[src/rtl/ddr_clk_gen.sv]
// ddr_clk_gen
//   Clock generator for the LPDDR controller. Everything runs on the rising edge
//   of SYS_CLK_100M. The block derives three clocks from it, all driven from
//   registers:
//     - WR_CLK, the 2x write clock (SYS/WR_DIV);
//     - DDR_CLK, the 1x memory clock (WR_CLK/2);
//     - the complementary CLK_P/CLK_N pair sent to the DRAM.
//   After reset it counts LOCK_CYCLES edges before it raises LOCKED. CLK_STOP
//   parks all clocks low at the next DDR_CLK period boundary.
//
// Ports
//   SYS_CLK_100M  in   system clock
//   RESET_N       in   asynchronous active-low reset
//   CLK_STOP      in   park request (honoured only at a period boundary)
//   WR_CLK        out  write clock, 50% duty
//   DDR_CLK       out  memory clock, 50% duty, rises only with WR_CLK
//   CLK_P/CLK_N   out  DRAM clock pair, exact complements of DDR_CLK
//   LOCKED        out  clocks valid, sticky until reset
//   STOPPED       out  clocks parked by CLK_STOP
module ddr_clk_gen #(
  parameter int WR_DIV      = 2,
  parameter int LOCK_CYCLES = 16
) (
  input  logic SYS_CLK_100M,
  input  logic RESET_N,
  input  logic CLK_STOP,
  output logic WR_CLK,
  output logic DDR_CLK,
  output logic CLK_P,
  output logic CLK_N,
  output logic LOCKED,
  output logic STOPPED
);

  localparam int H  = WR_DIV / 2;
  localparam int DW = $clog2(H) + 1;
  localparam int LW = $clog2(LOCK_CYCLES + 1);

  localparam logic [DW-1:0] H_M1    = DW'(H - 1);
  localparam logic [LW-1:0] LOCK_M1 = LW'(LOCK_CYCLES - 1);

  typedef enum logic [1:0] {
    ST_LOCKING = 2'd0,
    ST_RUN     = 2'd1,
    ST_STOPPED = 2'd2
  } state_e;

  state_e          state_q, state_d;
  logic [LW-1:0]   lock_cnt_q, lock_cnt_d;
  logic [DW-1:0]   div_cnt_q, div_cnt_d;
  logic            wr_q, wr_d;
  logic            ddr_q, ddr_d;

  always_ff @(posedge SYS_CLK_100M or negedge RESET_N) begin
    if (!RESET_N) begin
      state_q    <= ST_LOCKING;
      lock_cnt_q <= '0;
      div_cnt_q  <= '0;
      wr_q       <= 1'b0;
      ddr_q      <= 1'b0;
    end else begin
      state_q    <= state_d;
      lock_cnt_q <= lock_cnt_d;
      div_cnt_q  <= div_cnt_d;
      wr_q       <= wr_d;
      ddr_q      <= ddr_d;
    end
  end

  always_comb begin
    state_d    = state_q;
    lock_cnt_d = lock_cnt_q;
    div_cnt_d  = div_cnt_q;
    wr_d       = wr_q;
    ddr_d      = ddr_q;

    case (state_q)
      ST_LOCKING: begin
        // lock_cnt only advances here, so it stays saturated once LOCKED is set.
        lock_cnt_d = lock_cnt_q + 1'b1;
        if (lock_cnt_q == LOCK_M1) begin
          state_d = ST_RUN;
        end
      end

      ST_RUN: begin
        if (div_cnt_q == H_M1) begin
          div_cnt_d = '0;
          // Both clocks low and about to rise: this is the only point where a
          // stop may take effect, so a DDR_CLK period is never cut short.
          if (!wr_q && !ddr_q && CLK_STOP) begin
            state_d = ST_STOPPED;
          end else begin
            wr_d = ~wr_q;
            // DDR_CLK toggles only on a WR_CLK rise, which keeps its edges aligned.
            if (!wr_q) begin
              ddr_d = ~ddr_q;
            end
          end
        end else begin
          div_cnt_d = div_cnt_q + 1'b1;
        end
      end

      ST_STOPPED: begin
        // Restart with a rising edge on both clocks right away, at the start of
        // a new period.
        if (!CLK_STOP) begin
          state_d   = ST_RUN;
          wr_d      = 1'b1;
          ddr_d     = 1'b1;
          div_cnt_d = '0;
        end
      end

      default: begin
        state_d = ST_LOCKING;
      end
    endcase
  end

  assign WR_CLK  = wr_q;
  assign DDR_CLK = ddr_q;
  // Both DRAM pins come from the same register, so they are always exact complements.
  assign CLK_P   = ddr_q;
  assign CLK_N   = ~ddr_q;
  assign LOCKED  = (state_q != ST_LOCKING);
  assign STOPPED = (state_q == ST_STOPPED);

endmodule

[config.mk]
export PLATFORM = sky130hd
export DESIGN_NAME = ddr_clk_gen
export DESIGN_NICKNAME = d
export VERILOG_FILES = /design/src/rtl/ddr_clk_gen.sv
export SDC_FILE = /design/constraint.sdc
export NUM_CORES = 1
export LEC_CHECK = 0
export ABC_AREA = 1
export BUFFER_PORTS_ARGS = -buffer_cell sky130_fd_sc_hd__buf_4
export CORE_AREA = 4 4 41 43
export CTS_BUF_LIST = sky130_fd_sc_hd__clkbuf_4 sky130_fd_sc_hd__clkbuf_8 sky130_fd_sc_hd__clkbuf_16
export CTS_CLUSTER_SIZE = 20
export DETAILED_ROUTE_END_ITERATION = 7
export DIE_AREA = 0 0 45 47
export GPL_ROUTABILITY_DRIVEN = 0
export GPL_TIMING_DRIVEN = 0
export PLACE_DENSITY_LB_ADDON = 0.1
export SETUP_SLACK_MARGIN = 0.4
export SYNTH_ARGS = -nofsm -noshare
export SYNTH_HDL_FRONTEND = slang
export SYNTH_SLANG_ARGS = --single-unit
[constraint.sdc]
create_clock -name SYS_CLK_100M -period 1.8 [get_ports SYS_CLK_100M]
set_clock_uncertainty 0.2 [all_clocks]
set_input_delay 0.36 -clock SYS_CLK_100M [delete_from_list [all_inputs] [get_ports SYS_CLK_100M]]
set_output_delay 0.36 -clock SYS_CLK_100M [all_outputs]
set_load 0.02 [all_outputs]
==> summary.txt, run 1 <==
share of cells above drive strength 1 -> 52.3%
initial DRC count -> 6
routed length on met1 -> 458 um
CTS max path bufs -> 2
die area -> 2120 sq um
CTS tree -> yes
Hold WC Path Type -> input port to async pin
Worst EP arrival -> 1070 ps
most common cell after layout, fill and taps aside -> nand2_1
P_leak -> 0.429 nW
total congestion overflow -> 0
worst-skew pair later-pin latency -> 260 ps
final hold vios -> 0
Yosys top cell area share -> 42.1%
Setup Crit Path Kind -> register to output port
final wirelength -> 1170 um
vias in the first global route -> 501
post-synth net total -> 72
final slew viol count -> 0
Yosys warning total -> 0
critical-path maximum fanout -> 3
CP startpoint -> state_q[1]
I/O pin cnt -> 9
I/O Buffers -> 8
synth unique cells -> 16
Initial Util -> 41.2%
Vias -> 476
# rows -> 13
WL per Instance -> 11.4 um
count of final setup violators -> 0
Worst Setup End Kind -> output port
met2 WL -> 636 um
synth top area cells -> dfrtp_1 (42%), ha_1 (16%), nand2_1 (14%)
clock sink total -> 9
Mapped Avg Cell Area -> 8.64 sq um
Final period util -> 90.7%
max_cap viols -> 0
hpwl dp -> 745 um
RSZ-0062 raised after global routing -> yes
core area -> 1300 sq um
status -> finished, final reports clean
Met3 Wirelength -> 67 um
uppermost layer routed -> met4
fin util -> 67.4%
Slew @ Worst Pin -> 196 ps
fmax -> 613 MHz
Yosys top cell by area -> dfrtp_1
post-route ant nets -> 0
vias per std cell -> 4.62
CP startpoint kind -> register
Chip Width -> 45 um
H-tree Lvls -> 1
r2r worst-path depth -> 8
relative slew slack -> 86.9%
Reg2Reg Capture Point -> CLK_P
Cells after Synth -> 62
setup TNS -> 0 ps
first-pass GRT wire length -> 2000 um
drt pass-1 iters -> 4
Area Overhead vs Synth -> 63.8%
R2R Setup Slk -> 290 ps
initial antenna violation count -> 0
Fill cells -> 121
Pwr Density -> 2020 nW/um^2
all-layer global routing usage -> 13.6%
clock-pin slew on the worst setup and hold paths -> 60 ps
RR Startpoint -> state_q[1]
WP data required -> 1240 ps
CTS Root Cell -> clkbuf_4
register bit total from synthesis -> 9
post-synthesis sequential area ratio -> 42.1%
Design Area, Final -> 877 sq um
largest net degree at the start of global routing -> 10
die height -> 47 um
Post-DP Area -> 653 sq um
drt drc -> 0
Syn Std Cell Area -> 536 sq um
Peak VDD IR -> 890 uV
total CTS buffers -> 3
final-stage net count -> 99
most frequent cells in the layout -> nand2_1 (17), buf_4 (15), dfrtp_1 (9)
worst setup path end -> STOPPED
n_diodes -> 0
Tot Pwr -> 1.78 mW
Final Critical Period -> 1630 ps
## stage by stage
stage | hold slack, ps | setup WS (ps) | cells
2_1_floorplan | -136 | 342 | 62
3_3_place_gp | -11.5 | 238 | 85
3_5_place_dp | -11.2 | 219 | 85
4_1_cts | 231 | 148 | 100
5_1_grt | 269 | 124 | 103
6_report | 258 | 168 | 103
## metal layers
layer,up-vias,GRT usage [%]
met5,-,0
met4,0,5.26
met3,2,5.75
met2,9,25.1
met1,219,13.5
li1,246,-
## critical path: stages, from the launching register on
cell and delay, ps:
dfrtp_1 410, buf_6 140, ha_4 150, buf_6 120
## cells by family (layout without fill, tap and decap cells)
group	after synthesis	after routing	synth area share [%]
and+or+nand+nor	30	30	24.1
AOI/OAI and AO/OA	4	4	5.61
buffers and inverters	9	35	7.01
DFF	9	9	42.1
xor gates and xnor gates	3	3	4.91
adders and majority gates	7	7	16.4
## synthesized netlist by cell type
cell	count
nand2_1	20
dfrtp_1	9
ha_1	7
inv_1	7
nand3_1	5
a21oi_1	2
nand4_1	2
xor2_1	2
and3_1	1
buf_4	1
inv_2	1
nand2_2	1
nor2_1	1
o21a_4	1
o21ai_0	1
xnor2_1	1
## registers in the layout, indices dropped and copies added, names as in the netlist
signal / cells
CLK_P: 1
lock_cnt_q: 5
WR_CLK: 1
state_q: 2
## timing repair
item	in CTS	in global routing
hold endpoints to repair	9	0
hold buffers	1	0
setup endpoints to repair	10	11
buffers inserted	10	3
gates resized for setup	13	10
pin swaps	2	2
## final cells by class
class / count / area, sq um / area share (%)
Buffer: 1 / 11.3 / 1.28
Inverter: 8 / 32.5 / 3.71
Timing Repair Buffer: 22 / 190 / 21.7
Tap cell: 15 / 18.8 / 2.14
Multi-Input combinational cell: 44 / 369 / 42.1
Clock buffer: 4 / 30.0 / 3.42
Sequential cell: 9 / 225 / 25.7
## power breakdown
group	total, mW	internal [mW]	leakage, nW	switching [mW]
clock network	0.167	0.100	0.0184	0.0670
registers	0.386	0.308	0.110	0.0781
logic	1.22	0.614	0.301	0.607
## worst min-delay path by stage
stage	from	endpoint	slack, ps	cells after the start
final	RESET_N	lock_cnt_q[3]	260	2
after global routing	RESET_N	lock_cnt_q[3]	270	2
after CTS	CLK_STOP	WR_CLK	230	4
after detailed placement	RESET_N	lock_cnt_q[3]	-10	1
after global placement	RESET_N	lock_cnt_q[3]	-10	1
after floorplan	RESET_N	CLK_P	-140	0
Power figures use the tool's default switching activity.
==> run 2: changes to the inputs <==
--- a/config.mk
+++ b/config.mk
@@ -5,7 +5,6 @@
 export SDC_FILE = /design/constraint.sdc
 export NUM_CORES = 1
 export LEC_CHECK = 0
-export ABC_AREA = 1
 export BUFFER_PORTS_ARGS = -buffer_cell sky130_fd_sc_hd__buf_4
 export CORE_AREA = 4 4 41 43
 export CTS_BUF_LIST = sky130_fd_sc_hd__clkbuf_4 sky130_fd_sc_hd__clkbuf_8 sky130_fd_sc_hd__clkbuf_16
==> constraint.sdc (replaced) <==
create_clock -name SYS_CLK_100M -period 1.5 [get_ports SYS_CLK_100M]
set_clock_uncertainty 0.2 [all_clocks]
set_input_delay 0.3 -clock SYS_CLK_100M [delete_from_list [all_inputs] [get_ports SYS_CLK_100M]]
set_output_delay 0.3 -clock SYS_CLK_100M [all_outputs]
set_load 0.02 [all_outputs]
==> run 2 against run 1 <==
  * The flow now finishes with violations (setup timing)
  * Core utilization increased by 1.7 points
  * Clock power up 20%
  * Largest cell class unchanged
  * Area after synthesis fell by 3.7%
  * Register-to-register slack worse by 730 ps
  * Synthesized cell count fell by 24%
  * Critical endpoint is now state_q[0]
  * Die area did not move
  * Worst hold slack lost 59 ps
==> summary.txt, run 2 <==
status -> complete, but fails checks
failing checks -> setup timing
r2r worst-path depth -> 4 (-4)
Post-DP Area -> 671 sq um (+2.7%)
all-layer global routing usage -> 13.6% (-0.069 points)
I/O Buffers -> 8 (unchanged)
final-stage net count -> 86 (-13%)
post-route ant nets -> 0 (unchanged)
Slew @ Worst Pin -> 425 ps (+229 ps)
CTS Root Cell -> clkbuf_4
Final Critical Period -> 1940 ps
PnR worst setup slack -> -439 ps (-607 ps)
CP Buf/Inv Count -> 1 (-1)
share of cells above drive strength 1 -> 62.7% (+10 points)
RSZ-0062 raised after global routing -> yes
Setup Crit Path Kind -> register to register
Area Overhead vs Synth -> 74.5%
Initial Util -> 39.6% (-1.5 points)
H-tree Lvls -> 1 (unchanged)
CTS tree -> yes
Reg power frac -> 21.7% (about the same)
count leader, synth -> dfrtp_1
vias in the first global route -> 454 (-9.4%)
Yosys warning total -> 0 (unchanged)
Yosys top cell by area -> dfrtp_1
first-pass GRT wire length -> 1970 um (-1.7%)
Worst EP arrival -> 1910 ps (+840 ps)
Mapped Avg Cell Area -> 11.0 sq um (+27%)
critical-path maximum fanout -> 5 (+2)
drt drc -> 0 (unchanged)
clock share of power -> 8.6% (-0.8 points)
WL per Instance -> 13.9 um (+22%)
cell at the slowest stage of the critical path -> dfrtp_2
Post-synth EDFFs -> 0 (unchanged)
top flop regs -> lock_cnt_q (5), state_q (2)
critical path's largest stage delay -> 440 ps (+30 ps)
Yosys top cell area share -> 43.7% (+1.6 points)
Most used DFF post-synth -> dfrtp_1
vias per std cell -> 4.97 (+7.5%)
drt pass-1 iters -> 4 (unchanged)
die height -> 47 um (unchanged)
die area -> 2120 sq um (unchanged)
clock-pin slew on the worst setup and hold paths -> 60 ps (about the same)
Worst path top cell family by delay -> flip-flops
Multi-input gate area -> 333 sq um (-9.8%)
top post-synthesis cells by count -> dfrtp_1 (9), ha_1 (7), inv_1 (7)
most common cell after layout, fill and taps aside -> buf_4
relative slew slack -> 71.7% (-15 points)
Vias -> 447 (-6.1%)
Fill cells -> 89 (-26%)
final slew viol count -> 0 (unchanged)
core area -> 1300 sq um (unchanged)
Sw Pwr -> 0.894 mW (+19%)
final wirelength -> 1250 um (+6.6%)
Largest Register -> lock_cnt_q
hpwl dp -> 856 um (+15%)
synth top area cells -> dfrtp_1 (44%), ha_1 (17%), inv_1 (5.1%)
Peak VDD IR -> 1470 uV (+65%)
R2R Setup Slk -> -440 ps (-730 ps)
# rows -> 13 (unchanged)
Final period util -> 129%
count of final setup violators -> 4 (+4)
largest net degree at the start of global routing -> 10 (unchanged)
CTS max path bufs -> 2 (unchanged)
crit path cell chain -> or3b_1 > a222oi_1 > buf_4 > mux2i_2
critical path depth in cells -> 4 (+1)
register bit total from synthesis -> 9 (unchanged)
final hold slack -> 198 ps (-59.4 ps)
Reg area -> 228 sq um (+1.1%)
Syn Std Cell Area -> 515 sq um (-3.7%)
max reg flops -> 5 (unchanged)
I/O pin cnt -> 9 (unchanged)
total congestion overflow -> 0 (unchanged)
n_diodes -> 0 (unchanged)
post-synth net total -> 57 (-21%)
most frequent cells in the layout -> buf_4 (14), buf_6 (10), dfrtp_1 (7)
fmax -> 516 MHz
share of power burned in combinational logic -> 69.6% (+0.8 points)
Worst Setup End Kind -> register
Reg2Reg Capture Point -> state_q[0]
WP data required -> 1470 ps (+230 ps)
Pint -> 1.43 mW (+40%)
Chip Width -> 45 um (unchanged)
Pwr Density -> 2580 nW/um^2 (+28%)
CP startpoint kind -> register
initial antenna violation count -> 0 (unchanged)
RR Startpoint -> WR_CLK
max_cap viols -> 0 (unchanged)
asr flop ratio synth -> 100% (unchanged)
Design Area, Final -> 900 sq um (+2.6%)
Hold WC Path Type -> input port to async pin
switching part of the total -> 38.5% (-3.9 points)
post-synthesis sequential area ratio -> 43.7% (+1.6 points)
final hold vios -> 0 (unchanged)
P_leak -> 0.426 nW (-0.69%)
synth unique cells -> 23 (+7)
initial DRC count -> 4 (-2)
total CTS buffers -> 3 (unchanged)
setup TNS -> -1200 ps (-1200 ps)
clock sink total -> 9 (unchanged)
Cells after Synth -> 47 (-24%)
worst-skew pair later-pin latency -> 260 ps (about the same)
-- run 2: cell types whose count changed after synthesis, moves of 2 or more --
cell and delta:
nand2_1 -18, a21oi_1 -2, mux2_1 +2, mux2i_1 +2
nand3_1 -5
-- run 2: repair_timing --
| action | in CTS | in global routing |
|---|---|---|
| endpoints found under the hold margin | 9 | 0 |
| gates resized for setup | 13 | 5 |
| buffers inserted | 10 | 5 |
| pin swaps | 2 | 3 |
| endpoints found under the setup margin | 15 | 15 |
| hold buffers | 1 | 0 |
-- run 2: cell families after synthesis --
kind of cell    Yosys count  share of synthesized area, %
simple gates              6                          6.80
fa+ha+maj                 7                          17.0
mux                       4                          8.25
buf+inv                  10                          8.01
compound gates            8                          11.2
flops                     9                          43.7
xor+xnor                  3                          5.10
-- run 2: cell type report --
type | instances | share of cell area [%]
plain buffers | 2 | 4.03
inverters | 8 | 4.17
flip-flops and latches | 9 | 25.3
multi-input cells | 28 | 37.0
clock buffers | 4 | 3.34
repair buffers | 24 | 24.1
well taps | 15 | 2.09
-- run 2: per-stage QoR --
stage | util, % | cells | worst slack (ps) | total power, mW
floorplan | - | 47 | -387 | 1.31
global placement | 51.5 | 70 | -484 | 1.53
detailed placement | 51.5 | 70 | -506 | 1.61
CTS | 64.5 | 85 | -381 | 2.14
global route | 69.1 | 90 | -552 | 2.49
finish | 69.1 | 90 | -439 | 2.32
-- run 2: how the worst max path moves through the flow --
stage | start | endpoint | slack (ps)
2_1_floorplan | WR_CLK | state_q[1] | -390
3_3_place_gp | lock_cnt_q[0] | state_q[1] | -480
3_5_place_dp | lock_cnt_q[0] | state_q[1] | -510
4_1_cts | lock_cnt_q[1] | state_q[1] | -380
5_1_grt | WR_CLK | state_q[0] | -550
6_report | WR_CLK | state_q[0] | -440
-- run 2: power groups by stage --
stage | combinational [mW] | clock (mW) | sequential [mW]
2_1_floorplan | 0.785 | 0 | 0.524
3_3_place_gp | 1.03 | 0 | 0.500
3_5_place_dp | 1.09 | 0 | 0.519
4_1_cts | 1.43 | 0.212 | 0.505
5_1_grt | 1.75 | 0.222 | 0.519
6_report | 1.62 | 0.200 | 0.505
-- run 2: per-layer routing --
metal	part of all wire, %	track usage (%)	vias up	routed length, um
met3	4.4	3.83	4	55
met5	0	0	-	0
li1	-	-	217	-
met4	1.6	7.02	0	20
met2	57	25.7	11	707
met1	37	13.3	215	465
